<file path="src/rtl/reverse_bits_arbiter_pkg.sv">
// Shared types, constants and the bit-reversal helper for the reverse_bits_arbiter slice.
package reverse_arb_pkg;

    typedef enum logic {
        ST_IDLE = 1'b0,
        ST_HOLD = 1'b1
    } state_e;

    localparam logic ID_A = 1'b0;
    localparam logic ID_B = 1'b1;

    // Widest word the reversal helper supports; callers pass their actual width.
    localparam int unsigned MAX_W = 64;
    localparam int unsigned IDX_W = $clog2(MAX_W);

    function automatic logic [MAX_W-1:0] reverse_bits(input logic [MAX_W-1:0] x,
                                                      input int unsigned      w);
        logic [MAX_W-1:0] r;
        r = '0;
        for (int unsigned i = 0; i < MAX_W; i++) begin
            if (i < w) begin
                r[IDX_W'(i)] = x[IDX_W'(w - 1 - i)];
            end
        end
        return r;
    endfunction

endpackage

</file>
<file path="src/rtl/reverse_bits_arbiter_if.sv">
// Two-requester request channels plus the shared tagged response channel.
interface reverse_bits_arbiter_if #(
    parameter int unsigned WIDTH = 8
);
    logic             a_valid;
    logic [WIDTH-1:0] a_data;
    logic             a_ready;
    logic             b_valid;
    logic [WIDTH-1:0] b_data;
    logic             b_ready;
    logic             rsp_valid;
    logic [WIDTH-1:0] rsp_data;
    logic             rsp_id;
    logic             rsp_ready;

    modport master (
        output a_valid, a_data, b_valid, b_data, rsp_ready,
        input  a_ready, b_ready, rsp_valid, rsp_data, rsp_id
    );

    modport slave (
        input  a_valid, a_data, b_valid, b_data, rsp_ready,
        output a_ready, b_ready, rsp_valid, rsp_data, rsp_id
    );
endinterface

</file>
<file path="src/rtl/reverse_bits_arbiter_core.sv">
// Combinational WIDTH-bit reversal: y[i] = x[WIDTH-1-i].
module reverse_bits_core
    import reverse_arb_pkg::*;
#(
    parameter int unsigned WIDTH = 8
) (
    input  logic [WIDTH-1:0] x,
    output logic [WIDTH-1:0] y
);

    logic [MAX_W-1:0] rev_wide;

    assign rev_wide = reverse_bits(MAX_W'(x), WIDTH);
    assign y        = WIDTH'(rev_wide);

endmodule

</file>
<file path="src/rtl/reverse_bits_arbiter.sv">
// Round-robin arbiter sharing one bit-reversal unit between requesters A and B.
// Optional grant counters are enabled with REVERSE_ARB_STATS_EN.
module reverse_bits_arbiter
    import reverse_arb_pkg::*;
#(
    parameter int unsigned WIDTH = 8
`ifdef REVERSE_ARB_STATS_EN
    ,
    parameter int unsigned CNT_W = 16
`endif
) (
    input  logic                    clk,
    input  logic                    rst,
    reverse_bits_arbiter_if.slave   bus
`ifdef REVERSE_ARB_STATS_EN
    ,
    output logic [CNT_W-1:0]        a_grant_cnt,
    output logic [CNT_W-1:0]        b_grant_cnt
`endif
);

    state_e           state, state_n;
    logic             last_grant, last_grant_n;
    logic [WIDTH-1:0] rsp_data_q, rsp_data_n;
    logic             rsp_id_q, rsp_id_n;

    logic             can_accept;
    logic             gnt_a, gnt_b;
    logic             ready_a, ready_b;
    logic [WIDTH-1:0] sel_data, rev_data;

    // A slot opens when the register is empty or is being drained this cycle.
    assign can_accept = (state == ST_IDLE) || (state == ST_HOLD && bus.rsp_ready);
    assign gnt_a      = bus.a_valid && (!bus.b_valid || last_grant == ID_B);
    assign gnt_b      = bus.b_valid && (!bus.a_valid || last_grant == ID_A);
    assign ready_a    = !rst && can_accept && gnt_a;
    assign ready_b    = !rst && can_accept && gnt_b;

    assign sel_data   = gnt_b ? bus.b_data : bus.a_data;

    reverse_bits_core #(.WIDTH(WIDTH)) u_core (
        .x (sel_data),
        .y (rev_data)
    );

    always_ff @(posedge clk or posedge rst) begin
        if (rst) begin
            state      <= ST_IDLE;
            last_grant <= ID_B;
            rsp_data_q <= '0;
            rsp_id_q   <= ID_A;
        end else begin
            state      <= state_n;
            last_grant <= last_grant_n;
            rsp_data_q <= rsp_data_n;
            rsp_id_q   <= rsp_id_n;
        end
    end

    always_comb begin
        state_n      = state;
        last_grant_n = last_grant;
        rsp_data_n   = rsp_data_q;
        rsp_id_n     = rsp_id_q;
        if (ready_a || ready_b) begin
            state_n      = ST_HOLD;
            rsp_data_n   = rev_data;
            rsp_id_n     = ready_b ? ID_B : ID_A;
            last_grant_n = ready_b ? ID_B : ID_A;
        end else if (state == ST_HOLD && bus.rsp_ready) begin
            state_n = ST_IDLE;
        end
    end

    assign bus.a_ready   = ready_a;
    assign bus.b_ready   = ready_b;
    assign bus.rsp_valid = (state == ST_HOLD);
    assign bus.rsp_data  = rsp_data_q;
    assign bus.rsp_id    = rsp_id_q;

`ifdef REVERSE_ARB_STATS_EN
    // Saturating per-requester transfer counters.
    always_ff @(posedge clk or posedge rst) begin
        if (rst) begin
            a_grant_cnt <= '0;
            b_grant_cnt <= '0;
        end else begin
            if (ready_a && a_grant_cnt != '1) a_grant_cnt <= a_grant_cnt + CNT_W'(1);
            if (ready_b && b_grant_cnt != '1) b_grant_cnt <= b_grant_cnt + CNT_W'(1);
        end
    end
`endif

endmodule

</file>
<file path="src/flat_wrapper.sv">
// flat-port wrapper written by rule: the top's interface ports become plain ports
module reverse_bits_arbiter_flat import reverse_arb_pkg::*;
#(
    parameter int unsigned WIDTH = 8

)
  (clk, rst, bus_a_valid, bus_a_data, bus_b_valid, bus_b_data, bus_rsp_ready, bus_a_ready, bus_b_ready, bus_rsp_valid, bus_rsp_data, bus_rsp_id);
  reverse_bits_arbiter_if #(.WIDTH(WIDTH)) bus_i ();
  input  logic clk;
  input  logic rst;
  input wire logic [$bits(bus_i.a_valid)-1:0] bus_a_valid;
  input wire logic [$bits(bus_i.a_data)-1:0] bus_a_data;
  input wire logic [$bits(bus_i.b_valid)-1:0] bus_b_valid;
  input wire logic [$bits(bus_i.b_data)-1:0] bus_b_data;
  input wire logic [$bits(bus_i.rsp_ready)-1:0] bus_rsp_ready;
  output wire logic [$bits(bus_i.a_ready)-1:0] bus_a_ready;
  output wire logic [$bits(bus_i.b_ready)-1:0] bus_b_ready;
  output wire logic [$bits(bus_i.rsp_valid)-1:0] bus_rsp_valid;
  output wire logic [$bits(bus_i.rsp_data)-1:0] bus_rsp_data;
  output wire logic [$bits(bus_i.rsp_id)-1:0] bus_rsp_id;
  assign bus_i.a_valid = bus_a_valid;
  assign bus_i.a_data = bus_a_data;
  assign bus_i.b_valid = bus_b_valid;
  assign bus_i.b_data = bus_b_data;
  assign bus_i.rsp_ready = bus_rsp_ready;
  assign bus_a_ready = bus_i.a_ready;
  assign bus_b_ready = bus_i.b_ready;
  assign bus_rsp_valid = bus_i.rsp_valid;
  assign bus_rsp_data = bus_i.rsp_data;
  assign bus_rsp_id = bus_i.rsp_id;
  reverse_bits_arbiter #(.WIDTH(WIDTH)) u_core (.clk(clk), .rst(rst), .bus(bus_i));
endmodule
</file>
<file path="config.mk">
export PLATFORM = sky130hd
export DESIGN_NAME = reverse_bits_arbiter_flat
export DESIGN_NICKNAME = d
export VERILOG_FILES = /design/src/rtl/reverse_bits_arbiter_pkg.sv /design/src/rtl/reverse_bits_arbiter_if.sv /design/src/rtl/reverse_bits_arbiter_core.sv /design/src/rtl/reverse_bits_arbiter.sv /design/src/flat_wrapper.sv
export SDC_FILE = /design/constraint.sdc
export NUM_CORES = 1
export LEC_CHECK = 0
export CORE_MARGIN = 2
export CORE_UTILIZATION = 37
export DETAILED_ROUTE_END_ITERATION = 8
export PLACE_DENSITY = 0.74
export SETUP_SLACK_MARGIN = 0.4
export SLEW_MARGIN = 20
export SYNTH_ARGS = -nofsm -noshare
export SYNTH_HDL_FRONTEND = slang
export SYNTH_SLANG_ARGS = --single-unit
</file>
<file path="constraint.sdc">
create_clock -name clk -period 1.8 [get_ports clk]
set_clock_uncertainty 0.1 [all_clocks]
set_input_delay 0.18 -clock clk [delete_from_list [all_inputs] [get_ports clk]]
set_output_delay 0.18 -clock clk [all_outputs]
set_load 0.02 [all_outputs]
</file>
==> impl_metrics.csv, run 1 <==
group,metric,value,unit
final_layout,synthToLayoutAreaGrowth,67.2,%
timing,maxSlewViolCount,0,
synthesis,synthTopCellsByArea,"dfrtp_1 41%, a221oi_1 11%, inv_1 9.8%, nor4_1 8.2%, dfstp_2 4.3%",
placed_design,placed_cells,113,
routing,via_per_inst,5.10,
outcome,status,"completed",
timing,fin_crit_sh,0.920,
floorplan,die_y,44.6,um
synthesis,netlist.area_leader.share,0.410,
clock_network,clkSlewWorstSetupHoldPaths,70,ps
routing,avgRoutedWirePerCell,13.2,um
setup_path,cp-start-kind,"flop",
routing,ant_nets,0,
power_and_ir_drop,irDropWorstVdd,0.429,mV
grt,grt_pass1_vias,629,
timing,tightest_slew,311,ps
synthesis,synth_area_leader_cell,"dfrtp_1",
setup_path,worst_setup_path_end_kind,"primary output",
final_layout,finalNonFillerCells,118,
routing,dr.first_iter.drc_count,4,
setup_path,worstReg2RegStart,"u_core.last_grant",
synthesis,avgSynthCellArea,10.3,um2
synthesis,synth.net_count,80,
grt,antenna_found_initial,0,
routing,via_count,602,
synthesis,ys_ff_latch,11,
placed_design,dp_hpwl,1180,um
placed_design,io_buffers,32,
routing,routed.top_layer,"met4",
setup_path,cp_max_fo,2,
timing,hold_viol_final,0,
routing,wl_met1,632,um
timing,fmax,0.604,GHz
clock_network,cts_hold_buffers,0,
final_layout,nets,124,
final_layout,design_area,0.00102,mm2
job,drv_cap,0,
routing,wl_met2,821,um
floorplan,core-area,0.00152,mm2
routing,drc,0,
routing,drt-pass1-iter-count,3,
setup_path,r2r_cells,5,
placed_design,place_congestion,0.716,
grt,track_usage,0.190,
timing,max_slew_margin,0.792,
clock_network,cts_buffers,3,
power_and_ir_drop,p_leak,0.000498,uW
final_layout,drive_gt1_frac,0.216,
timing,fin_crit,1660,ps
floorplan,rows,14,
min_path,hp-class,"primary input to asynchronous set/reset pin",
floorplan,initial_core_util,0.401,
clock_network,cts.sinks,11,
timing,rsz0062_at_grt,"yes",
synthesis,syn-cell-area,611,um2
synthesis,synth.distinct_cells,18,
clock_network,htree_levels,1,
timing,setup_viol,0,
timing,holdWs,199,ps
clock_network,ctsRootBufferMaster,"clkbuf_4",
final_layout,fillCellCount,137,
synthesis,ys_seq_area_frac,0.453,
routing,drt_wl_total,1560,um
floorplan,io-pin-count,33,
synthesis,ys_warn_count,0,
synthesis,synth_cells,59,
final_layout,fin_util,0.670,
setup_path,required,1520,ps
final_layout,antenna_cells,0,
setup_path,endpoint,"bus_a_ready",
setup_path,reg2reg_to,"u_core.bus.rsp_data[2]",
placed_design,placed_cell_area,997,um2
routing,wl_met3,91,um
clock_network,clock_latency,270,ps
clock_network,cts_tree,"done",
setup_path,worstSetupPathType,"flop to primary output",
grt,grt_overflow_total,0,
grt,grt_max_degree,11,
clock_network,clock_path_buffers,2,
grt,grt_pass1_wl,2660,um
power_and_ir_drop,finalPower,844,uW
floorplan,dieArea,0.00199,mm2
setup_path,r2r_slack,260,ps
floorplan,dieWidth,44.6,um
setup_path,cp-startpoint,"u_core.last_grant",
setup_path,crit_arrival,1380,ps
power_and_ir_drop,powerDensity,827,mW/mm2
==> per-layer routing <==
layer | track usage | up-vias
met3 | 0.0735 | 3
met5 | 0 | -
met1 | 0.203 | 285
met2 | 0.351 | 19
met4 | 0.0364 | 0
li1 | - | 295
==> cell type report <==
type | instances | area, um2 | area share
repair buffers | 42 | 385 | 0.377
inverters | 17 | 63.8 | 0.0625
flip-flops and latches | 11 | 277 | 0.271
clock buffers | 4 | 26.3 | 0.0257
well taps | 16 | 20.0 | 0.0196
multi-input cells | 28 | 249 | 0.244
==> worst min-delay path by stage <==
stage,slack [ps],start,to
global route,240,rst,u_core.bus.rsp_data[6]
CTS,180,rst,u_core.bus.rsp_data[6]
floorplan,80,rst,u_core.bus.rsp_data[0]
detailed placement,370,u_core.bus.rsp_id,u_core.bus.rsp_id
global placement,370,u_core.bus.rsp_id,u_core.bus.rsp_id
finish,200,rst,u_core.bus.rsp_data[6]
==> worst max-delay path, cell delays in order, from the launching register on <==
cell,delay (ps)
dfstp_2,530
and2b_1,210
nor3b_4,220
buf_6,150
==> state kept, by name (all words and copies together), names as in the netlist <==
name                  flops
u_core.last_grant         1
u_core.bus.rsp_valid      1
u_core.bus.rsp_id         1
u_core.bus.rsp_data       8
==> repair_timing <==
action	CTS	global route
buffers inserted	1	0
endpoints found under the setup margin	20	10
pin swaps	1	0
resized for setup	21	1
==> synth_stat cells <==
master    instances
a221oi_1          8
a32o_1            1
and2b_1           2
nor3b_4           1
buf_6             1
dfstp_2           1
nor3_4            1
o211ai_4          1
nor4_1            8
a21o_1            1
or2b_2            1
nand2_1           2
inv_1            16
buf_2             2
nor2b_4           1
a21bo_1           1
inv_2             1
dfrtp_1          10
==> power by group <==
group	switching, uW	internal, uW	leakage, uW
sequential	24.4	304	0.000121
combinational	171	171	0.000362
clock	87.9	85.9	0.0000150
==> layout by cell type, fill, tap and decap left out, drive strengths merged <==
cell / instances
a21bo: 1
a21o: 1
a221oi: 8
a32o: 1
and2b: 2
buf: 12
clkbuf: 4
clkdlybuf4s50: 20
dfrtp: 10
dfstp: 1
dlygate4sd2: 10
inv: 17
nand2: 2
nor2b: 1
nor3: 1
nor3b: 1
nor4: 8
o211ai: 1
or2b: 1
==> logic make-up after synthesis <==
| logic type | after synthesis | share of synthesized area |
|---|---|---|
| AOI/OAI and AO/OA | 12 | 0.195 |
| buffers and inverters | 20 | 0.139 |
| DFF | 11 | 0.453 |
| and+or+nand+nor | 16 | 0.213 |
==> through the flow <==
step / TNS, ps / worst slack, ps
after floorplan: 0 / 261
after global placement: -272 / -137
after detailed placement: -316 / -159
after CTS: 0 / 120
after global routing: 0 / 94.4
final: 0 / 144
(Power assumes the default switching activity.)
==> inputs of run 2 (changes only) <==
--- a/config.mk
+++ b/config.mk
@@ -8,7 +8,7 @@
 export CORE_MARGIN = 2
 export CORE_UTILIZATION = 37
 export DETAILED_ROUTE_END_ITERATION = 8
-export PLACE_DENSITY = 0.74
+export PLACE_DENSITY = 0.77
 export SETUP_SLACK_MARGIN = 0.4
 export SLEW_MARGIN = 20
 export SYNTH_ARGS = -nofsm -noshare
==> run 2 against run 1 <==
Non-clock buffer count is 2 lower. Setup slack gained 20 ps. Maximum frequency up 1.2%. Clock power down 4%. Combinational power barely moved. Count of clock-buffer cells in the layout unchanged. Critical path depth did not move. Via count decreased by 1.0%. Core utilization decreased by 0.66 points. Flip-flop and latch count is the same.
==> impl_metrics.csv, run 2 (same netlist as run 1, synthesis figures left out) <==
group,metric,value,unit
power_and_ir_drop,power_frac_clock,0.200,
final_layout,final_cell_mix,"18 x clkdlybuf4s50_1, 16 x inv_1, 12 x dlygate4sd2_1",
floorplan,rows,14,
floorplan,die_y,44.6,um
grt,met2_usage,0.307,
final_layout,largest_reg_flops,8,
final_layout,mostFrequentLayoutCell,"clkdlybuf4s50_1",
grt,grt_pass1_vias,588,
clock_network,clkSlewWorstSetupHoldPaths,70,ps
routing,ant_nets,0,
setup_path,r2r_slack,270,ps
clock_network,clock_latency,260,ps
routing,via_count,596,
clock_network,clock_path_buffers,2,
grt,use_met1,0.207,
routing,drc,0,
timing,tightest_slew,305,ps
floorplan,dieWidth,44.6,um
min_path,hp-class,"primary input to asynchronous set/reset pin",
final_layout,drive_gt1_frac,0.210,
clock_network,htree_levels,1,
power_and_ir_drop,p_seq_frac,0.396,
power_and_ir_drop,p_leak,0.000491,uW
clock_network,cts_buffers,3,
grt,grt_use_met3,0.0408,
clock_network,ctsRootBufferMaster,"clkbuf_4",
timing,setup_viol,0,
timing,max_slew_margin,0.795,
power_and_ir_drop,irDropWorstVdd,0.553,mV
setup_path,worstSetupPathType,"flop to primary output",
routing,avgRoutedWirePerCell,13.1,um
setup_path,crit_arrival,1360,ps
setup_path,required,1520,ps
final_layout,antenna_cells,0,
placed_design,place_congestion,0.753,
final_layout,register_area,277,um2
clock_network,cts_tree,"done",
placed_design,dp_hpwl,1220,um
outcome,status,"completed",
timing,rsz0062_at_grt,"yes",
grt,busiest_layer,"met2",
power_and_ir_drop,swShare,0.332,
routing,dr.first_iter.drc_count,13,
grt,grt_overflow_total,0,
floorplan,core-area,0.00152,mm2
timing,fin_crit,1640,ps
setup_path,r2r_cells,5,
grt,grt_pass1_wl,2510,um
setup_path,cp_num_buf_inv,1,
final_layout,synthToLayoutAreaGrowth,65.6,%
setup_path,worst_setup_path_end_kind,"primary output",
setup_path,cpMaxStageDelayCell,"dfstp_2",
routing,via_per_inst,5.14,
setup_path,cp_top_family,"flip-flops",
final_layout,fillCellCount,128,
clock_network,cts_hold_buffers,0,
timing,hold_viol_final,0,
power_and_ir_drop,powerDensity,828,mW/mm2
grt,grt_max_degree,11,
placed_design,io_buffers,32,
timing,fmax,0.611,GHz
setup_path,cp-start-kind,"flop",
routing,drt_wl_total,1520,um
clock_network,cts.sinks,11,
timing,setup_tns,0,ps
setup_path,crit_chain,"and2b_1 > nor3b_4 > buf_6",
setup_path,cp_max_fo,2,
floorplan,initial_core_util,0.401,
setup_path,max_stage_delay,540,ps
grt,antenna_found_initial,0,
setup_path,path_depth,3,
grt,track_usage,0.179,
floorplan,dieArea,0.00199,mm2
timing,holdWs,214,ps
power_and_ir_drop,power.internal,559,uW
power_and_ir_drop,combPwrFrac,0.405,
timing,fin_crit_sh,0.909,
final_layout,fin_util,0.663,
power_and_ir_drop,p_switching,278,uW
routing,drt-pass1-iter-count,4,
job,drv_cap,0,
floorplan,io-pin-count,33,
timing,maxSlewViolCount,0,
final_layout,nets,122,
final_layout,multi_input_area,249,um2
run 2: changes by cell type in the layout (fill, tap and decap cells not counted):
cell	before	now
clkdlybuf4s50_1	20	18
buf_6	2	4
a21bo_1	1	0
a21bo_2	0	1
dlygate4sd2_1	10	12
buf_4	10	6
run 2: cell type report:
type,instances,area share
Clock buffer,4,0.0260
Multi-Input combinational cell,28,0.246
Inverter,17,0.0631
Timing Repair Buffer,40,0.371
Tap cell,16,0.0198
Sequential cell,11,0.274
run 2: power groups by stage:
stage	Combinational, uW	Sequential, uW	Clock, uW
6_report	339	331	167
5_1_grt	363	338	192
4_1_cts	337	332	175
3_5_place_dp	360	338	0
3_3_place_gp	354	337	0
2_1_floorplan	123	394	0
run 2: stage by stage:
step                power, uW  instances  worst slack, ps  cell area, um2
finish                    837        116              164            1010
detailed placement        698        110             -221             975
global route              893        116             99.8            1010
global placement          692        110             -206             975
floorplan                 518         59              261             611
CTS                       844        115              139             996
run 2: worst paths after layout:
path / endpoint / startpoint
max in group asynchronous: u_core.last_grant / rst
min reg2reg: u_core.bus.rsp_id / u_core.bus.rsp_id
min in group clk: u_core.bus.rsp_data[2] / bus_a_data[5]
max: bus_a_ready / u_core.last_grant
min: u_core.bus.rsp_data[7] / rst
max reg2reg: u_core.bus.rsp_data[3] / u_core.last_grant
run 2: worst reg2reg max path, cell delays in order, from the launching register on:
cell,delay (ps)
dfstp_2,540
and2b_1,210
nor3b_4,200
buf_4,140
buf_6,120
a221oi_1,80
run 2: what timing repair did:
item,in CTS,in global routing
endpoints found under the setup margin,20,10
gates resized for setup,24,3
setup buffers,1,1
pin swaps,2,0
run 2: per-layer routing:
metal / vias up / part of all wire
met1: 279 / 0.39
met2: 23 / 0.53
met5: - / 0
met4: 0 / 0.0092
li1: 292 / -
met3: 2 / 0.062
==> inputs of run 3 (changes only) <==
--- a/config.mk
+++ b/config.mk
@@ -5,8 +5,10 @@
 export SDC_FILE = /design/constraint.sdc
 export NUM_CORES = 1
 export LEC_CHECK = 0
+export CAP_MARGIN = 20
 export CORE_MARGIN = 2
 export CORE_UTILIZATION = 37
+export CTS_CLUSTER_SIZE = 10
 export DETAILED_ROUTE_END_ITERATION = 8
 export PLACE_DENSITY = 0.77
 export SETUP_SLACK_MARGIN = 0.4
==> results of run 3 <==
The final DEF is identical to that of run 2; final timing and power are the same.
